File: config.mk
export PLATFORM = sky130hd
export DESIGN_NAME = mem_access
export DESIGN_NICKNAME = d
export VERILOG_FILES = /design/src/rtl/mem_access.sv
export SDC_FILE = /design/constraint.sdc
export NUM_CORES = 1
export LEC_CHECK = 0
export BUFFER_PORTS_ARGS = -buffer_cell sky130_fd_sc_hd__buf_4
export CORE_AREA = 8 8 90 124
export CTS_CLUSTER_DIAMETER = 60
export DETAILED_ROUTE_END_ITERATION = 16
export DIE_AREA = 0 0 98 132
export PLACE_DENSITY = 0.65
export SLEW_MARGIN = 20
export SYNTH_ARGS = -nofsm -noshare
export SYNTH_HDL_FRONTEND = slang
export SYNTH_SLANG_ARGS = --single-unit
File: constraint.sdc
create_clock -name clk -period 7.65 [get_ports clk]
set_input_delay 0.3825 -clock clk [delete_from_list [all_inputs] [get_ports clk]]
set_output_delay 0.3825 -clock clk [all_outputs]
set_load 0.05 [all_outputs]
File: src/rtl/mem_access.sv
// MEM stage: non-memory ops pass straight through to WB; loads/stores are
// serialised into byte transfers on the memory controller's 8-bit port while
// the upstream pipeline is held by stall_req_o.
module mem_access #(
  parameter int unsigned ADDR_W = 32,
  parameter int unsigned DATA_W = 32
) (
  input  logic              clk,
  input  logic              rst,
  input  logic [4:0]        wd_i,
  input  logic              wreg_i,
  input  logic [DATA_W-1:0] wdata_i,
  input  logic [7:0]        aluop_i,
  input  logic [ADDR_W-1:0] mem_addr_i,
  output logic [4:0]        wd_o,
  output logic              wreg_o,
  output logic [DATA_W-1:0] wdata_o,
  output logic              stall_req_o,
  output logic              mc_req_o,
  output logic              mc_wr_o,
  output logic [ADDR_W-1:0] mc_addr_o,
  output logic [7:0]        mc_wdata_o,
  input  logic [7:0]        mc_rdata_i,
  input  logic              mc_done_i
);

  localparam logic [7:0] EX_NOP = 8'h00;
  localparam logic [7:0] EX_LB  = 8'h20;
  localparam logic [7:0] EX_LH  = 8'h21;
  localparam logic [7:0] EX_LW  = 8'h23;
  localparam logic [7:0] EX_LBU = 8'h24;
  localparam logic [7:0] EX_LHU = 8'h25;
  localparam logic [7:0] EX_SB  = 8'h28;
  localparam logic [7:0] EX_SH  = 8'h29;
  localparam logic [7:0] EX_SW  = 8'h2b;

  localparam logic [4:0] NOP_REG_ADDR = 5'd0;

  typedef enum logic [1:0] {
    IDLE = 2'd0,
    BUSY = 2'd1,
    DONE = 2'd2
  } state_e;

  state_e            state_q, state_d;
  logic [1:0]        cnt_q, cnt_d;
  logic [DATA_W-1:0] buf_q, buf_d;

  logic              is_load;
  logic              is_store;
  logic              is_mem;
  logic [1:0]        last_idx;
  logic              wreg_eff;
  logic [DATA_W-1:0] load_data;

  // Decode the op class and the index of its final byte.
  always_comb begin
    is_load  = 1'b0;
    is_store = 1'b0;
    last_idx = 2'd0;
    case (aluop_i)
      EX_LB, EX_LBU: is_load = 1'b1;
      EX_LH, EX_LHU: begin is_load = 1'b1; last_idx = 2'd1; end
      EX_LW:         begin is_load = 1'b1; last_idx = 2'd3; end
      EX_SB:         is_store = 1'b1;
      EX_SH:         begin is_store = 1'b1; last_idx = 2'd1; end
      EX_SW:         begin is_store = 1'b1; last_idx = 2'd3; end
      default:       ;
    endcase
    is_mem   = is_load | is_store;
    wreg_eff = wreg_i && (wd_i != NOP_REG_ADDR);
  end

  // Sign/zero-extend the assembled load buffer for write-back.
  always_comb begin
    load_data = buf_q;
    case (aluop_i)
      EX_LB:   load_data = {{24{buf_q[7]}}, buf_q[7:0]};
      EX_LBU:  load_data = {24'd0, buf_q[7:0]};
      EX_LH:   load_data = {{16{buf_q[15]}}, buf_q[15:0]};
      EX_LHU:  load_data = {16'd0, buf_q[15:0]};
      default: load_data = buf_q;
    endcase
  end

  // Next-state: walk bytes on each controller completion, then one DONE cycle.
  always_comb begin
    state_d = state_q;
    cnt_d   = cnt_q;
    buf_d   = buf_q;
    case (state_q)
      IDLE: begin
        if (is_mem) begin
          state_d = BUSY;
          cnt_d   = '0;
          buf_d   = '0;
        end
      end
      BUSY: begin
        if (mc_done_i) begin
          if (is_load) buf_d[{cnt_q, 3'b000} +: 8] = mc_rdata_i;
          cnt_d = cnt_q + 2'd1;
          if (cnt_q == last_idx) state_d = DONE;
        end
      end
      DONE:    state_d = IDLE;
      default: state_d = IDLE;
    endcase
  end

  // State, byte counter and load buffer registers.
  always_ff @(posedge clk) begin
    if (rst) begin
      state_q <= IDLE;
      cnt_q   <= '0;
      buf_q   <= '0;
    end else begin
      state_q <= state_d;
      cnt_q   <= cnt_d;
      buf_q   <= buf_d;
    end
  end

  // Output decode; everything is held low while reset is asserted.
  always_comb begin
    wd_o        = '0;
    wreg_o      = 1'b0;
    wdata_o     = '0;
    stall_req_o = 1'b0;
    mc_req_o    = 1'b0;
    mc_wr_o     = 1'b0;
    mc_addr_o   = '0;
    mc_wdata_o  = '0;
    if (!rst) begin
      case (state_q)
        IDLE: begin
          if (is_mem) begin
            stall_req_o = 1'b1;
          end else begin
            wd_o    = wd_i;
            wreg_o  = wreg_eff;
            wdata_o = wdata_i;
          end
        end
        BUSY: begin
          stall_req_o = 1'b1;
          mc_req_o    = 1'b1;
          mc_wr_o     = is_store;
          mc_addr_o   = mem_addr_i + ADDR_W'(cnt_q);
          mc_wdata_o  = wdata_i[{cnt_q, 3'b000} +: 8];
        end
        DONE: begin
          if (is_load) begin
            wd_o    = wd_i;
            wreg_o  = wreg_eff;
            wdata_o = load_data;
          end
        end
        default: ;
      endcase
    end
  end

endmodule

==> results.md, run 1 <==
- Mapped Cells: 461
- CTS tree: yes
- Mapped Nets: 557
- Drt pass-1 iters: 4
- Worst R2R End: buf_q[27]
- DIE WIDTH: 98 um
- Crit Path Class: register to primary output
- Initial antenna violation count: 0
- GPL Wtd Cong: 0.878
- Post_cts resized: 0
- Total GRT Usage: between 20% and 30%
- Flop-to-flop setup slack: 4530 ps
- Crit. End Element: primary output
- Worst Path Arrival: 3120 ps
- FF-to-FF path depth: 6
- Max Clock Freq: 0.286 GHz
- Slowest stage delay, CP: roughly 810 ps
- Pin count of the biggest net entering global routing: 51
- Setup TNS: 0 ps
- Fin crit period: 3500 ps
- Fill cell count: between 800 and 900
- Worst hold path cell count: 3
- Clock transition at the registers of the reported paths: 50 ps
- Total setup buffers inserted after CTS: 0
- Period Utilization, post-route: 45.8%
- Final setup skew: 1.63 ps
- Setup Viol. Count Final: 0
- Mapped Area: 0.00363 mm^2
- #FFs+latches synth: 36
- Layout Nets: ~710
- Die Y: 132 um
- Initial Util: 39.1%
- Final HPWL DP: approximately 11000 um
- Share of cells above drive strength 1: 34.0%
- Sequential fraction of the synthesis area: 19.8%
- CTS Sinks: 36
- Met1 Track Usage GR: between 20% and 30%
- Peak VDD IR: 0.0000949 V
- Hold_buf cts: 0
- Synth Warn #: 0
- Status: finished clean
- Slew margin rel.: 25.3%
- Grt ovf: 0
- Vias in the first global route: 4226
- CP max FO: 30
- Routed wire length: 14200 um
- Routed wire per std cell: between 15 and 20 um
- Vias: ~4000
- DRC viols: 0
- CP Launch Type: register
- Insertion delay to the later sink of the worst-skew pair: 280 ps
- Post-synth EDFFs: 0
- Crit-path cells: inv_1 > or3_1 > inv_1 > nand2_1 > mux2i_1 > buf_4
- Grt met3 use: 5.87%
- Reg2reg start: cnt_q[1]
- Post-synth ARST share: 0%
- Final Hold Viols: 0
- Die footprint: 0.0129 mm^2
- H-tree levels: 2
- LEAKAGE: 1.93 nW
- # diodes: 0
- Data required time at the worst endpoint: 7270 ps
- Total power: 557 uW
- CTS Buf Count: 5
- Hold EP: state_q[1]
- Hold_sp: mc_done_i
- Row Count: 42
- Final slew viol count: 0
- Top_reg_cell synth: dfxtp_1
- RSZ-0062 raised after global routing: false
- Core box area: 0.00930 mm^2
- Maxcap violations: 0
- Hold Path Class: primary input to register
- Most Crowded Layer GR: met2
- Area Growth Syn to Fin: 39.7%
- Syn_area_per_cell: between 7 and 8 um^2
- Cell repeated most along the worst path: inv_1
- Initial DRC Count: about 190
- Via density per instance: ~5.7
- CTS root buf: clkbuf_16
- PD cells: 110 mW/mm^2
- Clk buf depth: 2
- Unique masters post-synth: 50
- Worst slew pin tran: 1110 ps
- First-pass GRT wire length: 22600 um
- Num ports: 170
- Post-DRT Antenna Nets: 0
- Met2 GRT Util: 37.7%
- Worst-path cell with the longest stage delay: or3_1
- Port bufs: 169
## state kept, by name, indices dropped and copies added (netlist names)
| name | flops |
|---|---|
| buf_q | 32 |
| cnt_q | 2 |
| state_q | 2 |
## how the worst max path moves through the flow
stage	startpoint	slack [ps]	to	cells past startpoint
final	state_q[0]	4150	mc_addr_o[29]	6
after global routing	cnt_q[1]	3890	mc_addr_o[24]	6
after CTS	state_q[0]	4120	mc_addr_o[29]	6
after detailed placement	state_q[0]	4420	mc_addr_o[29]	6
after global placement	cnt_q[1]	4460	mc_addr_o[24]	6
after floorplan	aluop_i[7]	4470	wdata_o[21]	6
## cell usage in the layout, fill, tap and decap left out, types with 2 or more instances in the layout
cell,instances
buf_4,175
nand2_1,54
nand2b_1,37
mux2i_1,37
dfxtp_1,36
nor2_1,30
a21oi_1,26
o2bb2ai_1,24
and2_1,17
nand3_1,13
nor2b_1,11
inv_1,10
o21ai_0,10
or4_1,10
or3_1,10
nand4_1,10
o31ai_1,10
a22o_1,8
mux4_2,8
nor3_1,7
xor2_1,6
ha_1,6
and4_1,5
xnor2_1,5
clkbuf_16,5
or3b_2,4
nor4_1,4
a221oi_4,4
or2_2,3
a2111oi_2,2
nor4_2,2
and3_1,2
a2111o_1,2
## cell usage after synthesis, types with 5 or more instances
cell / n / area [um^2]
a21oi_1: 26 / 130
xnor2_1: 5 / 43.8
or3_1: 10 / 62.6
xor2_1: 6 / 52.6
nand2b_1: 37 / 231
o2bb2ai_1: 24 / 210
and4_1: 5 / 43.8
nor2b_1: 11 / 68.8
nand2_1: 54 / 203
o21ai_0: 10 / 50.1
or4_1: 10 / 75.1
nor2_1: 30 / 113
ha_1: 6 / 75.1
dfxtp_1: 36 / 721
o31ai_1: 10 / 75.1
clkbuf_1: 23 / 86.3
mux4_2: 8 / 180
mux2i_1: 37 / 370
and2_1: 17 / 106
nand3_1: 13 / 65.1
a22o_1: 8 / 70.1
nor4_1: 6 / 37.5
nand4_1: 10 / 62.6
inv_1: 10 / 37.5
nor3_1: 7 / 35.0
## cells by family (layout without fill, tap and decap cells)
group	Yosys count	after routing	share of synthesized area, %
and+or+nand+nor	223	223	33.3
AOI/OAI and AO/OA	96	96	21.4
muxes	45	45	15.1
buffers and inverters	43	190	5.06
DFF	36	36	19.8
xor gates and xnor gates	11	11	2.65
adders and majority gates	7	7	2.62
## metal layers
layer	routed length, um	up-vias
met5	0	-
met3	1170	27
met2	6940	187
li1	-	1988
met4	499	0
met1	5570	1915
## final cells by class
type	count	area (um^2)	area share, %
multi-input cells	382	2740	54.0
inverters	10	37.5	0.739
repair buffers	175	1310	25.9
clock buffers	5	125	2.46
well taps	110	138	2.71
flip-flops and latches	36	721	14.2
## per-stage QoR
| step | cells | util (%) | cell area, um^2 | worst slack, ps | hold slack (ps) |
|---|---|---|---|---|---|
| after floorplan | 461 | - | 3630 | 4470 | 448 |
| after detailed placement | 713 | 53.2 | 4950 | 4420 | 463 |
| after global placement | 713 | 53.2 | 4950 | 4460 | 460 |
| after CTS | 718 | 54.5 | 5070 | 4120 | 375 |
| after global routing | 718 | 54.6 | 5080 | 3890 | 389 |
| final | 718 | 54.6 | 5080 | 4150 | 375 |
## worst max-delay path: cells and delay by family, from the launching register on
| family | cells | cell delay [ps] |
|---|---|---|
| DFF | 1 | 760 |
| and+or+nand+nor | 2 | 920 |
| muxes | 1 | 150 |
| buffers and inverters | 3 | 1010 |
## power by group
| part | internal [mW] | switching, mW | leakage (nW) |
|---|---|---|---|
| Clock | 0.115 | 0.0736 | 0.0616 |
| Combinational | 0.0730 | 0.106 | 1.58 |
| Sequential | 0.188 | 0.000934 | 0.290 |
| Total | 0.376 | 0.181 | 1.93 |
Note: power is estimated with default switching activity, not from simulation.
==> run 2, diff against run 1 <==
ABC_AREA = 1   (was default)
CORE_AREA = 8 8 94 130   (was 8 8 90 124)
DIE_AREA = 0 0 102 138   (was 0 0 98 132)
PLACE_DENSITY = 0.64   (was 0.65)
clock period = 3.6 ns   (was 7.65 ns; I/O delays follow)
==> results.md, run 2 <==
- Post-DRT Antenna Nets: 0 (unchanged)
- Hold_sp: mc_rdata_i[7] (was mc_done_i)
- Total setup buffers inserted after CTS: 0 (unchanged)
- Max Clock Freq: 0.346 GHz
- Post-synth EDFFs: 0 (unchanged)
- Mapped Cells: 758 (was 461)
- Setup TNS: 0 ps (unchanged)
- Share of cells above drive strength 1: 22.1% (was 34.0%)
- Mapped Nets: 854 (was 557)
- Worst R2R End: buf_q[19] (was buf_q[27])
- Layout Nets: 1004 (was 706)
- Cell repeated most along the worst path: nand2_1 (was inv_1)
- Top reg by flops: buf_q (unchanged)
- Worst-path cell with the longest stage delay: dfxtp_1 (was or3_1)
- Clk buf depth: 2 (unchanged)
- Pin count of the biggest net entering global routing: 37 (was 51)
- Die footprint: 0.0141 mm^2 (was 0.0129 mm^2)
- Area leader, netlist: dfxtp_1 (unchanged)
- Synth top area share: 17.9% (was 19.8%)
- First-pass GRT wire length: 28500 um (was 22600 um)
- Insertion delay to the later sink of the worst-skew pair: 280 ps (about the same)
- Fin crit period: 2890 ps
- Vias in the first global route: 5588 (was 4226)
- Num ports: 170 (unchanged)
- Biggest registers after layout: buf_q x32, cnt_q x2, state_q x2 (unchanged)
- Initial Util: 39.3% (was 39.1%)
- Reg2reg start: cnt_q[1] (unchanged)
- Most frequent cells in the layout: nor2_1, buf_4, nand2_1 (was buf_4, nand2_1, nand2b_1, mux2i_1, dfxtp_1)
- Final slew viol count: 0 (unchanged)
- FF-to-FF path depth: 7 (was 6)
- Most frequent cells after synthesis: nor2_1, nand2_1, inv_1 (was nand2_1, mux2i_1, nand2b_1)
- Worst Path Arrival: 2710 ps (was 3120 ps)
- Row Count: 44 (was 42)
- Port bufs: 169 (unchanged)
- Die Y: 138 um (was 132 um)
- CP Launch Type: register (unchanged)
- Vias: 5423 (was 4117)
- Final setup skew: 3.98 ps (was 1.63 ps)
- Hold EP: buf_q[7] (was state_q[1])
- Final Hold Viols: 0 (unchanged)
- Top cells by area, synth: dfxtp_1, nor2_1, nand2_1, inv_1, nand3_1 (was dfxtp_1, mux2i_1, nand2b_1, o2bb2ai_1, nand2_1)
- Count leader, synth: nor2_1 (was nand2_1)
- Drt pass-1 iters: 5 (was 4)
- Mapped Area: 0.00403 mm^2 (was 0.00363 mm^2)
- Hold_buf cts: 0 (unchanged)
- Total GRT Usage: 25.3% (was 21.5%)
- Synth Warn #: 0 (unchanged)
- H-tree levels: 2 (unchanged)
- #FFs+latches synth: 36 (unchanged)
- Post_cts resized: 0 (unchanged)
- Area Growth Syn to Fin: 37.1% (was 39.7%)
- Multi-input gate area: 0.00278 mm^2 (was 0.00274 mm^2)
- CP max FO: 14 (was 30)
- Buf/Inv on CP: 2 (was 3)
- Routed wire per std cell: 17.4 um (was 19.7 um)
- Initial DRC Count: 326 (was 193)
- Commonest non-fill, non-tap cell in the layout: nor2_1 (was buf_4)
- Sequential fraction of the synthesis area: 17.9% (was 19.8%)
- Core box area: 0.0102 mm^2 (was 0.00930 mm^2)
- Clock transition at the registers of the reported paths: 60 ps (was 50 ps)
- Final HPWL DP: 14900 um (was 11300 um)
- CTS root buf: clkbuf_16 (unchanged)
- Worst slew pin tran: 731 ps (was 1110 ps)
- GPL Wtd Cong: 0.996 (was 0.878)
- PD cells: 287 mW/mm^2 (was 110 mW/mm^2)
- Data required time at the worst endpoint: 3420 ps (was 7270 ps)
- Syn_area_per_cell: 5.31 um^2 (was 7.88 um^2)
- Crit. End Element: primary output (unchanged)
- Setup Viol. Count Final: 0 (unchanged)
- Post-synth ARST share: 0% (unchanged)
- Hold Path Class: primary input to register (unchanged)
- Maxcap violations: 0 (unchanged)
- CTS Buf Count: 5 (unchanged)
- # diodes: 0 (unchanged)
- RSZ-0062 raised after global routing: false (unchanged)
- CTS Sinks: 36 (unchanged)
- DRC viols: 0 (unchanged)
- Slowest stage delay, CP: 670 ps (was 810 ps)
- Crit-path cells: ha_1 > nand2_1 > o21ai_2 > inv_1 > nor2_2 > nand2_1 > nor2_1 > o21ai_0 > a21oi_1 > buf_4 (was inv_1 > or3_1 > inv_1 > nand2_1 > mux2i_1 > buf_4)
- Routed wire length: 18200 um (was 14200 um)
- Final core utilization: 53.9% (was 54.6%)
- Via density per instance: 5.18 (was 5.73)
- Worst hold path cell count: 5 (was 3)
- CTS tree: yes (unchanged)
- Peak VDD IR: 0.000191 V (was 0.0000949 V)
- Fill cell count: 1146 (was 883)
- Max FFs per register: 32 (unchanged)
- DIE WIDTH: 102 um (was 98 um)
- Period Utilization, post-route: 80.3%
- Initial antenna violation count: 0 (unchanged)
- Slew margin rel.: 51.1% (was 25.3%)
- Crit Path Class: register to primary output (unchanged)
- CP top delay family: simple AND/OR/NAND/NOR gates (was buffers and inverters)
- Grt ovf: 0 (unchanged)
- Top_reg_cell synth: dfxtp_1 (unchanged)
- Flop-to-flop setup slack: 1140 ps (was 4530 ps)
- LEAKAGE: 2.95 nW (was 1.93 nW)
- Unique masters post-synth: 37 (was 50)
- Status: finished clean (unchanged)
- Sequential Area: 721 um^2 (unchanged)
==> run 2: cell count changes after synthesis, sizes merged, moves of 11 or more <==
| cell | before | now |
|---|---|---|
| nand2 | 55 | 169 |
| nand4 | 10 | 21 |
| nand3 | 13 | 51 |
| o2bb2ai | 24 | 0 |
| and2 | 17 | 0 |
| nand2b | 37 | 0 |
| nor2 | 30 | 199 |
| a21oi | 26 | 44 |
| inv | 10 | 99 |
| mux2i | 37 | 0 |
| nor3 | 7 | 22 |
| o21ai | 10 | 37 |
| a22oi | 0 | 16 |
| nor2b | 11 | 0 |
==> run 2: kinds of logic after synthesis <==
family	synth area share, %
simple gates	51.7
flops	17.9
compound gates	14.0
fa+ha+maj	2.36
buf+inv	13.4
xor+xnor	0.652
==> run 2: worst reg2reg max path, delay by kind of cell (launching register included) <==
family        cells  cell delay, ps
flops             1             670
fa+ha+maj         1             340
simple gates      5             960
buf+inv           1             420
==> run 2: through the flow <==
step                power [mW]  std cells  hold WS [ps]  worst slack, ps  cell area [um^2]
floorplan                0.865        758           437              848              4030
global placement          1.09       1039           500             1070              5360
detailed placement        1.10       1039           503             1010              5360
CTS                       1.59       1047           293              714              5520
global route              1.67       1047           328              424              5520
finish                    1.58       1047           294              708              5520
==> run 2: worst max-delay path by stage <==
stage | from | to | slack, ps | cells after the start
after global routing | cnt_q[1] | mc_addr_o[29] | 420 | 12
after floorplan | cnt_q[1] | mc_addr_o[23] | 850 | 7
final | cnt_q[1] | mc_addr_o[13] | 710 | 10
after CTS | cnt_q[1] | mc_addr_o[29] | 710 | 12
after detailed placement | cnt_q[1] | mc_addr_o[29] | 1010 | 12
after global placement | cnt_q[1] | mc_addr_o[29] | 1070 | 12
==> run 2: area by class of cell <==
class / count / share of cell area [%]
clock buffers: 6 / 2.33
clock inverters: 2 / 0.634
inverters: 100 / 6.82
multi-input cells: 590 / 50.2
flip-flops and latches: 36 / 13.0
well taps: 138 / 3.13
repair buffers: 175 / 23.8
==> run 2: power by group <==
part	internal [mW]	switching, mW
sequential	0.435	0.0212
combinational	0.212	0.424
clock	0.326	0.166
total	0.973	0.611
==> run 2: layer usage <==
| metal | share of wire [%] | vias up | GRT usage [%] |
|---|---|---|---|
| met1 | 37 | 2405 | 25.3 |
| met4 | 4.2 | 0 | 12.3 |
| met2 | 51 | 258 | 46.0 |
| met3 | 8.7 | 45 | 6.53 |
| met5 | 0 | - | 0 |
| li1 | - | 2715 | - |
==> run 3, diff against run 2 <==
ABC_AREA = 0   (was 1)
CORE_AREA = 8 8 90 124   (was 8 8 94 130)
DIE_AREA = 0 0 98 132   (was 0 0 102 138)
PLACE_DENSITY = 0.65   (was 0.64)
clock period = 2.74 ns   (was 3.6 ns; I/O delays follow)
==> results.md, run 3 (synthesis results as in run 1) <==
- FF-to-FF path depth: 8 (was 7)
- Placed inst area: 0.00505 mm^2 (was 0.00536 mm^2)
- Slew margin rel.: 58.2% (was 51.1%)
- Fin crit period: 2570 ps
- Max FFs per register: 32 (unchanged)
- Met3 Routed Length: 1020 um (was 1580 um)
- Clk buf depth: 2 (unchanged)
- Core box area: 0.00930 mm^2 (was 0.0102 mm^2)
- Worst hold path cell count: 3 (was 5)
- Total GRT Usage: 21.7% (was 25.3%)
- PD cells: 322 mW/mm^2 (was 287 mW/mm^2)
- Num ports: 170 (unchanged)
- Crit-path cells: or3b_2 > a2111oi_2 > nand2_2 > o2bb2ai_1 > buf_4 (was ha_1 > nand2_1 > o21ai_2 > inv_1 > nor2_2 > nand2_1 > nor2_1 > o21ai_0 > a21oi_1 > buf_4)
- RSZ-0062 raised after global routing: false (unchanged)
- Setup Viol. Count Final: 0 (unchanged)
- Vias: 4219 (was 5423)
- Commonest non-fill, non-tap cell in the layout: buf_4 (was nor2_1)
- Hold EP: state_q[1] (was buf_q[7])
- Worst Path Arrival: 2430 ps (was 2710 ps)
- Via density per instance: 5.74 (was 5.18)
- Final setup skew: 5.21 ps (was 3.98 ps)
- Peak VDD IR: 0.000238 V (was 0.000191 V)
- Status: finished clean (unchanged)
- Final Hold Viols: 0 (unchanged)
- Multi-input gate area: 0.00275 mm^2 (was 0.00278 mm^2)
- Worst R2R End: buf_q[30] (was buf_q[19])
- Clock transition at the registers of the reported paths: 60 ps (about the same)
- Non-Filler Instances: 735 (was 1047)
- Period Utilization, post-route: 93.9%
- Vias in the first global route: 4358 (was 5588)
- CTS root buf: clkbuf_16 (unchanged)
- Fill cell count: 912 (was 1146)
- Drt pass-1 iters: 4 (was 5)
- Layout Nets: 720 (was 1004)
- Metal-1 WL: 5630 um (was 6650 um)
- Worst slew pin tran: 627 ps (was 731 ps)
- Data required time at the worst endpoint: 2600 ps (was 3420 ps)
- Maxcap violations: 0 (unchanged)
- Initial DRC Count: 155 (was 326)
- Worst-path cell with the longest stage delay: or3b_2 (was dfxtp_1)
- DIE WIDTH: 98 um (was 102 um)
- Reg2reg start: cnt_q[0] (was cnt_q[1])
- Final slew viol count: 0 (unchanged)
- Initial antenna violation count: 0 (unchanged)
- Hold Path Class: primary input to register (unchanged)
- Initial Util: 39.1% (was 39.3%)
- Routed wire length: 14300 um (was 18200 um)
- Final HPWL DP: 11600 um (was 14900 um)
- Biggest registers after layout: buf_q x32, cnt_q x2, state_q x2 (unchanged)
- Die footprint: 0.0129 mm^2 (was 0.0141 mm^2)
- Area Growth Syn to Fin: 44.0% (was 37.1%)
- Share of cells above drive strength 1: 36.0% (was 22.1%)
- CTS Sinks: 36 (unchanged)
- Top reg by flops: buf_q (unchanged)
- First-pass GRT wire length: 22800 um (was 28500 um)
- CP Launch Type: register (unchanged)
- CTS Buf Count: 5 (unchanged)
- Setup TNS: 0 ps (unchanged)
- Hold_sp: mc_done_i (was mc_rdata_i[7])
- Design Area, Final: 0.00523 mm^2 (was 0.00552 mm^2)
- Insertion delay to the later sink of the worst-skew pair: 280 ps (about the same)
- H-tree levels: 2 (unchanged)
- Most frequent cells in the layout: buf_4, nand2_1, nand2b_1, mux2i_1, dfxtp_1 (was nor2_1, buf_4, nand2_1)
- Crit Path Class: register to primary output (unchanged)
- Flop-to-flop setup slack: 460 ps (was 1140 ps)
- Row Count: 42 (was 44)
- LEAKAGE: 2.02 nW (was 2.95 nW)
- Grt ovf: 0 (unchanged)
- Met2 WL: 7180 um (was 9210 um)
- Slowest stage delay, CP: 500 ps (was 670 ps)
- Die Y: 132 um (was 138 um)
- Pin count of the biggest net entering global routing: 50 (was 37)
- Routed wire per std cell: 19.4 um (was 17.4 um)
- CP max FO: 16 (was 14)
- CTS tree: yes (unchanged)
- Sequential Area: 721 um^2 (unchanged)
- # diodes: 0 (unchanged)
- Max Used Layer: met4 (unchanged)
- Cells after DPL: 727 (was 1039)
- Post-DRT Antenna Nets: 0 (unchanged)
- Port bufs: 169 (unchanged)
- DRC viols: 0 (unchanged)
- GPL Wtd Cong: 0.897 (was 0.996)
- Hold WS: 111 ps (was 294 ps)
- Crit. End Element: primary output (unchanged)
- Max Clock Freq: 0.389 GHz
==> run 3: repair_timing <==
item,4_1_cts,5_1_grt
hold endpoints to repair,0,0
endpoints found under the setup margin,0,6
hold buffers,0,0
setup buffers,0,0
resized for setup,0,3
==> run 3: worst max-delay path by stage <==
stage	start	to	depth (start not counted)	slack, ps
final	state_q[0]	wdata_o[26]	5	170
after floorplan	state_q[1]	wdata_o[21]	5	-100
after CTS	cnt_q[0]	mc_addr_o[24]	7	20
after global placement	cnt_q[0]	mc_addr_o[24]	7	370
after detailed placement	cnt_q[0]	mc_addr_o[24]	7	330
after global routing	cnt_q[1]	mc_addr_o[21]	6	30
==> run 3: where the power goes <==
group | internal, mW | switching [mW]
Sequential | 0.524 | 0.000402
Combinational | 0.206 | 0.298
Clock | 0.427 | 0.230
==> run 3: worst max-delay path: cells and delay by family (launching register included) <==
kind / cells / cell delay, ps
simple gates: 2 / 830
flops: 1 / 310
buf+inv: 1 / 240
compound gates: 2 / 780
==> run 3: final cells by class <==
cell class,instances,share of cell area (%)
timing repair buffer,189,27.1
clock inverter,3,0.813
clock buffer,5,2.39
tap,110,2.63
multi-input combinational,382,52.6
inverter,10,0.717
sequential,36,13.8
==> run 3: routing by layer <==
layer / up-vias / track usage (%)
met5: - / 0
met4: 0 / 9.05
met3: 27 / 5.60
met2: 196 / 38.7
met1: 1977 / 23.5
li1: 2019 / -
==> run 3: stage by stage <==
stage,power (mW),utilization (%),setup WS [ps]
after CTS,1.69,56.1,20.0
after detailed placement,1.04,54.3,329
after global routing,1.75,56.3,29.9
after floorplan,0.814,-,-98.5
final,1.69,56.3,168
after global placement,1.03,54.3,369
